File: src/rtl/fwd_scoreboard.sv
// fwd_scoreboard: tracks in-flight register writes, forwards the youngest result, and stalls on not-ready hits
module fwd_scoreboard #(
  parameter int DATA_W     = 32,
  parameter int ADDR_W     = 5,
  parameter int DEPTH      = 3,
  parameter int READ_PORTS = 2
) (
  input  logic                         clk,
  input  logic                         rst_n,
  input  logic                         adv,
  input  logic [DEPTH-1:0]             flush,
  input  logic                         id_valid,
  input  logic                         id_wen,
  input  logic [ADDR_W-1:0]            id_waddr,
  input  logic [READ_PORTS*ADDR_W-1:0] rd_addr,
  input  logic [READ_PORTS-1:0]        rd_used,
  input  logic [READ_PORTS*DATA_W-1:0] rf_data,
  input  logic [DEPTH*DATA_W-1:0]      slot_data,
  input  logic [DEPTH-1:0]             slot_rdy,
  output logic [READ_PORTS*DATA_W-1:0] fwd_data,
  output logic [READ_PORTS-1:0]        fwd_hit,
  output logic                         stall,
  output logic [DEPTH-1:0]             slot_valid,
  output logic [DEPTH*ADDR_W-1:0]      slot_waddr,
  output logic [31:0]                  stall_cnt
);
  logic [DEPTH-1:0]        valid_q, valid_d;
  logic [DEPTH*ADDR_W-1:0] waddr_q, waddr_d;
  logic [31:0]             stall_cnt_q, stall_cnt_d;
  logic [READ_PORTS-1:0]   pend;
  logic                    new_v;
  // per-port lookup, scanning oldest to youngest so the youngest match is the last one assigned
  always_comb begin
    fwd_data = rf_data;
    fwd_hit  = '0;
    pend     = '0;
    for (int p = 0; p < READ_PORTS; p++)
      for (int k = DEPTH - 1; k >= 0; k--)
        if (valid_q[k] && waddr_q[k*ADDR_W +: ADDR_W] == rd_addr[p*ADDR_W +: ADDR_W] &&
            rd_addr[p*ADDR_W +: ADDR_W] != '0) begin
          fwd_hit[p]                  = 1'b1;
          fwd_data[p*DATA_W +: DATA_W] = slot_data[k*DATA_W +: DATA_W];
          pend[p]                     = ~slot_rdy[k];
        end
  end
  assign stall = id_valid & |(rd_used & fwd_hit & pend);
  assign new_v = id_valid & id_wen & ~stall & (id_waddr != '0);
  // next slot state: shift on adv (bubble when stalled), hold otherwise, then apply per-slot flush
  always_comb begin
    valid_d = valid_q;
    waddr_d = waddr_q;
    for (int k = 0; k < DEPTH; k++) begin
      valid_d[k] = !adv ? valid_q[k] : (k == 0) ? new_v : valid_q[(k+DEPTH-1)%DEPTH];
      waddr_d[k*ADDR_W +: ADDR_W] = !adv ? waddr_q[k*ADDR_W +: ADDR_W] :
                                    (k == 0) ? id_waddr : waddr_q[((k+DEPTH-1)%DEPTH)*ADDR_W +: ADDR_W];
      if (flush[k]) begin
        valid_d[k]                  = 1'b0;
        waddr_d[k*ADDR_W +: ADDR_W] = '0;
      end
    end
    stall_cnt_d = (stall && stall_cnt_q != '1) ? stall_cnt_q + 32'd1 : stall_cnt_q;
  end
  // slot and stall-counter registers
  always_ff @(posedge clk or negedge rst_n) begin
    if (!rst_n) begin
      valid_q     <= '0;
      waddr_q     <= '0;
      stall_cnt_q <= '0;
    end else begin
      valid_q     <= valid_d;
      waddr_q     <= waddr_d;
      stall_cnt_q <= stall_cnt_d;
    end
  end
  assign slot_valid = valid_q;
  assign slot_waddr = waddr_q;
  assign stall_cnt  = stall_cnt_q;
endmodule

File: config.mk
export PLATFORM = sky130hd
export DESIGN_NAME = fwd_scoreboard
export DESIGN_NICKNAME = d
export VERILOG_FILES = /design/src/rtl/fwd_scoreboard.sv
export SDC_FILE = /design/constraint.sdc
export NUM_CORES = 1
export LEC_CHECK = 0
export ABC_AREA = 1
export ABC_CLOCK_PERIOD_IN_PS = 2200
export BUFFER_PORTS_ARGS = -buffer_cell sky130_fd_sc_hd__buf_2
export CAP_MARGIN = 20
export CORE_AREA = 2 2 118 120
export DETAILED_ROUTE_END_ITERATION = 8
export DIE_AREA = 0 0 120 122
export PLACE_DENSITY = 0.73
export SETUP_SLACK_MARGIN = 0.1
export SYNTH_ARGS = -nofsm -noshare
export SYNTH_HDL_FRONTEND = slang
export SYNTH_SLANG_ARGS = --single-unit
File: constraint.sdc
create_clock -name clk -period 2.2 [get_ports clk]
set_input_delay 0.11 -clock clk [delete_from_list [all_inputs] [get_ports clk]]
set_output_delay 0.11 -clock clk [all_outputs]
set_load 0.01 [all_outputs]
-- Word level (Yosys, flattened, before mapping)
Index checks and enable logic that the tools add are counted.
W data, S select, Z words.
- $add $sub $neg: 1
- mux-type cells: 30
- bitwise logic cells: 10
- equal/unequal tests: 7
- reduce and logical (&&, ||, !) cells: 20
- operators with widths (cell ; count):
    $mux W32 ; 6
    $add A32 B1 Y32 const B ; 1
    $ne A32 B32 Y1 const B ; 1
    $eq A5 B5 Y1 ; 6
    $mux W5 ; 6
    $mux W1 ; 18
    $reduce_bool A5 Y1 ; 3
    $logic_and A1 B1 Y1 ; 13
    $reduce_bool A2 Y1 ; 3
    $and A1 B1 Y1 ; 4
    $and A2 B2 Y2 ; 2
    $not A1 Y1 ; 4
    $reduce_or A2 Y1 ; 1
- input port bits: 188
- output and inout bits: 117
- logic and storage cells: 75
- register bits: 50

-- Longest topological paths before layout
Gate-level depths: netlist (run 1).
- depth in word-level cells: 15
- gate-level depth with buffers: 16
- mapped depth without buffers: 15

-- Worst setup path after synthesis (run 1)
Ideal clock, no wire load.
- path kind: flip-flop to flip-flop
- start: register stall_cnt_q[1], in the netlist stall_cnt[1]
- end: register stall_cnt_q[2], in the netlist stall_cnt[2]
- clock period less this slack: 1.905 ns
- library setup time: 0.118 ns
- required time: 2.082 ns
- arrival time: 1.787 ns
- slack: 0.295 ns
- cell stages (with the launch flop): 12
- path buffers: 2
- cell sequence: dfrtp_1 ha_1 nand3_4 inv_2 nand2_2 inv_2 nand4_1 or3_1 buf_2 buf_2 nand4_1 nand2_1
- word-level cells in the longest chain between the ends: 2
- elaborated cells between the ends (all ways): 3
- those cells by class: add/sub (1); eq/ne (1); reduce/logical (1)
- ends and longest elaborated chain (what ; line ; source):
    start, declared ; 29 ; logic [31:0] stall_cnt_q, stall_cnt_d;
    start signal, assigned ; 72 ; stall_cnt_q <= stall_cnt_d;
    parallel branches: the longest is 2 deep, another holds $add A32 B1 Y32 ; n/a ;
Several ways; the timed one is not identified.
A chain may end at the register's enable or synchronous reset.

-- Worst setup path after layout (run 1)
- start: register waddr_q[3], in the netlist slot_waddr[3]
- end: output fwd_data[26]
- word-level cells in the longest chain between the ends: 4
- ends and longest elaborated chain (what ; line ; source):
    start, declared ; 28 ; logic [DEPTH*ADDR_W-1:0] waddr_q, waddr_d;
    start signal, assigned ; 71 ; waddr_q <= waddr_d;
    $eq A5 B5 Y1 ; 39 ; if (valid_q[k] && waddr_q[k*ADDR_W +: ADDR_W] == rd_addr[p*ADDR_W +: ADDR_W] &&
    $logic_and A1 B1 Y1 (2 in a row) ; 39 ;
    $mux W32 ; 39 ;
    end, declared ; 20 ; output logic [READ_PORTS*DATA_W-1:0] fwd_data,
Every way passes these cells.

==> reports/qor.yml, run 1 <==
yosys:
  synthAdderAreaFrac: 0.00237
  avgSynthCellArea_um2: 5.78
  synth_area_leaders: "dfrtp_1 24%, nand2_1 19%, a21oi_1 13%"
  synth_cell_types: 27
  synth_xor_area_frac: 0.0548
  ys_seq_elements: 50
  synth_edf_count: 0
  syn-num-nets: 1101
  synth_compound_area_frac: 0.210
  yosysWarnings: 0
  muxShareOfSynthArea: 0
  yosysSeqAreaShare: 0.237
  async_flop_share: 1.00
  synth_top_area_cell: "dfrtp_1"
  synth.top_cells.by_count: "261 x nand2_1, 132 x a21oi_1, 88 x nand3_1"
  ys.flop_type: "dfrtp_1"
  syn_area_um2: 5280
  yosysTopAreaCellShare: 0.237
  synth-simple-area-share: 0.389
  synthCells: 912
  synth_top_family_by_area: "simple AND/OR/NAND/NOR gates"
  synth_most_common_cell: "nand2_1"
timing:
  fin_setup_tns_ps: 0
  slew_violations: 0
  post-route-min-period_ps: 2180
  slew_headroom: 0.597
  finalClockSkew_ps: 8.61
  max_freq_mhz: 459
  layout_setup_ws_ps: 23.2
  hold_violations: 0
  tightest_slew_ps: 605
  rsz0062_at_grt: "yes"
  hold_ws_ps: 46.3
  fin_crit_sh: 0.989
  setup_viol: 0
worst_setup_path:
  start_kind: "register"
  cp_slowest_stage_delay_ps: 400
  cp.arrival_ps: 2070
  crit_path_end_kind: "output pin"
  path_cells: "inv_2 > a21oi_2 > nand2_2 > nor2_4 > nand2_4 > buf_12 > nand2_8 > clkbuf_16 > a21oi_1 > a21oi_1 > buf_2"
  cp_slowest_cell: "dfrtp_1"
  worstPathRequired_ps: 2090
  path_class: "register to output pin"
  crit_top_cell: "a21oi_1"
  path_max_fanout: 10
pwr:
  ir_drop_uv: 281
  p_per_area_nw_per_um2: 311
  power.leakage_nw: 4.46
  total_power_mw: 2.66
layout:
  utilization: 0.635
  final_cell_area_um2: 8570
  register_area_um2: 1250
  final_cells: 1436
  area_delta_synth_final_pct: 62.5
  fillers: 1299
  nNetsFinal: 1435
  multiInputGateArea_um2: 4000
  drive_gt1_frac: 0.400
floorplanning:
  initial_utilization: 0.391
  die_h_um: 122
  core_area_um2: 13500
  fp-row-count: 43
  io_pins: 305
  die_area_um2: 14600
  die_w_um: 120
place:
  port_buffers: 304
  dp_slack_ps: 128
  gp_congestion: 1.03
  place_area_um2: 7110
  place_inst: 1377
  dp_hpwl_um: 19300
outcome:
  status: "finished, final reports clean"
clock_tree:
  clk_pin_slew_ps: 80
  root_buffer: "clkbuf_16"
  cts_max_path_buffers: 2
  cts_tree: "yes"
  cts_max_level: 2
  cts_made_buffers: 5
  cts_num_sinks: 50
  clk_latency_ps: 290
grt:
  grt_pass1_vias: 7076
  grt_max_degree: 39
  overflow: 0
  antenna_found_initial: 10
  grt_pass1_wl_um: 38100
  track_usage: 0.329
routing:
  drtAntennaViolNets: 0
  wl_met3_um: 3630
  wl_um: 27800
  dr.first_iter.drc_count: 832
  wl_met1_um: 10100
  drc: 0
  route.met2.wl_um: 12700
  vias: 8155
  highest_layer: "met5"
  routedWlPerCell_um: 19.4
  vias_per_cell: 5.68
  first_pass_iters: 5
run:
  drv_cap: 0
worst_hold_path:
  hold_class: "input pin to register"
[where the power goes]
group          internal (mW)  total, mW  switching [mW]
sequential             0.932      0.947          0.0149
clock                  0.654       1.02           0.368
combinational          0.297      0.693           0.396
[layout by cell type (no fill, tap or decap), types with 8 or more instances in the layout]
cell,netlist,routed
nand2_1,261,246
nor3_1,16,14
o21ai_0,76,45
nor2_1,48,40
xnor2_1,14,13
inv_2,6,16
o21ai_2,0,10
buf_4,0,32
xor2_1,19,19
clkbuf_16,0,13
inv_1,83,72
nand4_1,45,45
o21ai_1,0,16
diode_2,0,9
nand3_1,88,77
a21oi_2,0,31
buf_2,9,302
o22ai_1,8,8
nand3_2,0,10
a21oi_1,132,99
dfrtp_1,50,49
nand2_2,2,10
buf_12,0,12
buf_6,3,14
[what timing repair did]
item	in CTS	in global routing
buffers inserted	11	13
hold buffers	1	0
pin swaps	7	31
resized for setup	44	157
endpoints found under the setup margin	65	97
cloned	5	12
endpoints found under the hold margin	16	0
[cell type report]
type                    instances  area share
well taps                     180      0.0263
diodes                          9     0.00263
flip-flops and latches         50       0.146
clock inverters                 3     0.00803
multi-input cells             723       0.467
clock buffers                   5      0.0146
inverters                      89      0.0396
repair buffers                377       0.296
[final timing paths]
path                       depth (start not counted)  slack, ps     startpoint            end
max in group asynchronous                          3       1310          rst_n  slot_waddr[4]
min in group asynchronous                          2        260          rst_n  stall_cnt[12]
setup / recovery                                  11         20  slot_waddr[3]   fwd_data[26]
hold / removal                                     3         50    id_waddr[4]  slot_waddr[4]
setup reg to reg                                   9        170   stall_cnt[5]  stall_cnt[25]
hold reg to reg                                    2        590  stall_cnt[13]  stall_cnt[13]
[layer usage]
layer | GRT usage | vias up
li1 | - | 3748
met1 | 0.411 | 3732
met2 | 0.533 | 553
met3 | 0.110 | 120
met4 | 0.105 | 2
met5 | 0.0382 | -
[state kept, by name, indices dropped and copies added, names as in the netlist]
signal      cells
slot_valid      3
slot_waddr     15
stall_cnt      32
[critical path, delay by kind of cell (launching register included)]
kind / cells / cell delay, ps
DFF: 1 / 400
and+or+nand+nor: 4 / 440
AOI/OAI and AO/OA: 3 / 330
buffers and inverters: 4 / 580
[cell families (layout without fill, tap and decap cells)]
kind of cell,after synthesis,after routing
xor gates and xnor gates,33,33
AOI/OAI and AO/OA,218,218
other,0,9
DFF,50,50
adders and majority gates,1,1
buffers and inverters,142,474
and+or+nand+nor,468,471
No activity file was read; power rests on OpenSTA's default activity.
==> run 2, diff against run 1 <==
--- a/config.mk
+++ b/config.mk
@@ -6,13 +6,13 @@
 export NUM_CORES = 1
 export LEC_CHECK = 0
 export ABC_AREA = 1
-export ABC_CLOCK_PERIOD_IN_PS = 2200
+export ABC_CLOCK_PERIOD_IN_PS = 2600
 export BUFFER_PORTS_ARGS = -buffer_cell sky130_fd_sc_hd__buf_2
 export CAP_MARGIN = 20
-export CORE_AREA = 2 2 118 120
+export CORE_AREA = 2 2 117 119
 export DETAILED_ROUTE_END_ITERATION = 8
-export DIE_AREA = 0 0 120 122
-export PLACE_DENSITY = 0.73
+export DIE_AREA = 0 0 119 121
+export PLACE_DENSITY = 0.74
 export SETUP_SLACK_MARGIN = 0.1
 export SYNTH_ARGS = -nofsm -noshare
 export SYNTH_HDL_FRONTEND = slang
==> constraint.sdc (replaced) <==
create_clock -name clk -period 2.6 [get_ports clk]
set_input_delay 0.13 -clock clk [delete_from_list [all_inputs] [get_ports clk]]
set_output_delay 0.13 -clock clk [all_outputs]
set_load 0.01 [all_outputs]
==> run 2 against run 1 <==
Combinational power is 27% lower. Power is 26% lower. Routed wire length is 13% lower. Hold slack better by 33 ps. Utilization is 8.5 points lower. Non-clock buffer count is 46 lower. Sequential power is 15% lower. Flip-flop and latch count stayed put. Final area is 16% lower. Sequential share of layout area is 2.8 points higher.
==> reports/qor.yml, run 2 (synthesis gave the netlist of run 1 again) <==
timing:
  tightest_slew_ps: 720
  setup_viol: 0
  rsz0062_at_grt: "no"
  fin_crit_sh: 0.900
  hold_violations: 0
  slew_violations: 0
  fin_setup_tns_ps: 0
  post-route-min-period_ps: 2340
  max_freq_mhz: 427
  hold_ws_ps: 79.7
  slew_headroom: 0.520
  finalClockSkew_ps: 6.15
grt:
  antenna_found_initial: 10
  grt_pass1_wl_um: 36200
  grt_max_degree: 51
  grt_pass1_vias: 6713
  overflow: 0
  track_usage: 0.317
pwr:
  ir_drop_uv: 266
  p_per_area_nw_per_um2: 275
  power.leakage_nw: 3.94
worst_setup_path:
  crit_top_cell: "a21oi_1"
  cp_slowest_stage_delay_ps: 440
  path_class: "register to output pin"
  start_kind: "register"
  path_cells: "xor2_1 > nor2_1 > nand4_1 > inv_1 > buf_4 > a21oi_1 > a21oi_1 > buf_2"
  path_max_fanout: 20
  cp_slowest_cell: "dfrtp_1"
  cp.arrival_ps: 2210
  crit_path_end_kind: "output pin"
  worstPathRequired_ps: 2470
routing:
  wl_um: 24300
  dr.first_iter.drc_count: 541
  vias_per_cell: 5.41
  drtAntennaViolNets: 0
  drc: 0
  routedWlPerCell_um: 17.6
  vias: 7482
  first_pass_iters: 6
place:
  gp_congestion: 1.02
  port_buffers: 304
  dp_hpwl_um: 19300
  place_area_um2: 6990
worst_hold_path:
  hold_class: "input pin to register"
clock_tree:
  cts_num_sinks: 50
  clk_pin_slew_ps: 70
  cts_made_buffers: 5
  root_buffer: "clkbuf_16"
  cts_max_path_buffers: 2
  cts_max_level: 2
  cts_tree: "yes"
  clk_latency_ps: 290
floorplanning:
  die_h_um: 121
  io_pins: 305
  fp-row-count: 42
  die_area_um2: 14400
  initial_utilization: 0.403
  die_w_um: 119
  core_area_um2: 13100
outcome:
  status: "finished, final reports clean"
layout:
  final_cell_area_um2: 7200
  drive_gt1_frac: 0.295
  nNetsFinal: 1386
  layout_commonest_cell: "buf_2"
  largest_reg_flops: 32
  final_cell_mix: "304 x buf_2, 259 x nand2_1, 131 x a21oi_1"
  area_delta_synth_final_pct: 36.4
run:
  drv_cap: 0
run 2: changes by cell type in the layout (fill, tap and decap cells not counted), sizes merged:
| cell | delta |
|---|---|
| diode | -1 |
| bufinv | -2 |
| buf | -37 |
| nand3 | -3 |
| bufbuf | -1 |
| clkbuf | -6 |
run 2: worst paths after layout:
path | endpoint | depth (start not counted) | startpoint | slack (ps)
max | fwd_data[63] | 8 | slot_waddr[12] | 260
min | slot_waddr[1] | 3 | id_waddr[1] | 80
max reg2reg | stall_cnt[3] | 14 | slot_waddr[0] | 390
min reg2reg | stall_cnt[1] | 2 | stall_cnt[1] | 550
max in group asynchronous | slot_waddr[12] | 3 | rst_n | 1640
min in group asynchronous | stall_cnt[25] | 3 | rst_n | 490
run 2: metrics by stage:
stage | util | setup WS [ps] | cells | power [mW]
floorplan | - | 695 | 912 | 1.01
global placement | 0.534 | 486 | 1364 | 1.31
detailed placement | 0.534 | 393 | 1364 | 1.31
CTS | 0.546 | 233 | 1373 | 1.98
global route | 0.549 | 101 | 1378 | 2.08
finish | 0.550 | 260 | 1382 | 1.98
run 2: layout make-up:
type                            instances  area [um2]
Sequential cell                        50        1250
Inverter                               89         334
Timing Repair Buffer                  331        1750
Tap cell                              176         220
Fill cell                            1396        5890
Clock buffer                            7         143
Clock inverter                          1        5.00
Antenna cell                            8        20.0
Multi-Input combinational cell        720        3470
run 2: power breakdown:
| part | switching [mW] | internal, mW | leakage, nW |
|---|---|---|---|
| Sequential | 0.0136 | 0.789 | 0.693 |
| Combinational | 0.289 | 0.216 | 3.18 |
| Clock | 0.289 | 0.383 | 0.0739 |
| Total | 0.592 | 1.39 | 3.94 |
run 2: metal layers:
layer / wire length, um / share of wire / vias up / global-route usage
li1: - / - / 3620 / -
met1: 9530 / 0.39 / 3356 / 0.398
met2: 11600 / 0.48 / 450 / 0.545
met3: 2600 / 0.11 / 52 / 0.0827
met4: 599 / 0.025 / 4 / 0.0737
met5: 26 / 0.0011 / - / 0
run 2: repair_timing:
item                       in CTS  in global routing
hold buffers                    1                  0
hold endpoints to repair       50                  0
setup endpoints to repair       0                 20
gates resized for setup         0                  6
setup buffers                   0                  1
run 2: critical path, delay by kind of cell (launching register included):
family	cells	cell delay [ps]
xor gates and xnor gates	1	180
AOI/OAI and AO/OA	2	340
and+or+nand+nor	2	340
DFF	1	440
buffers and inverters	3	620
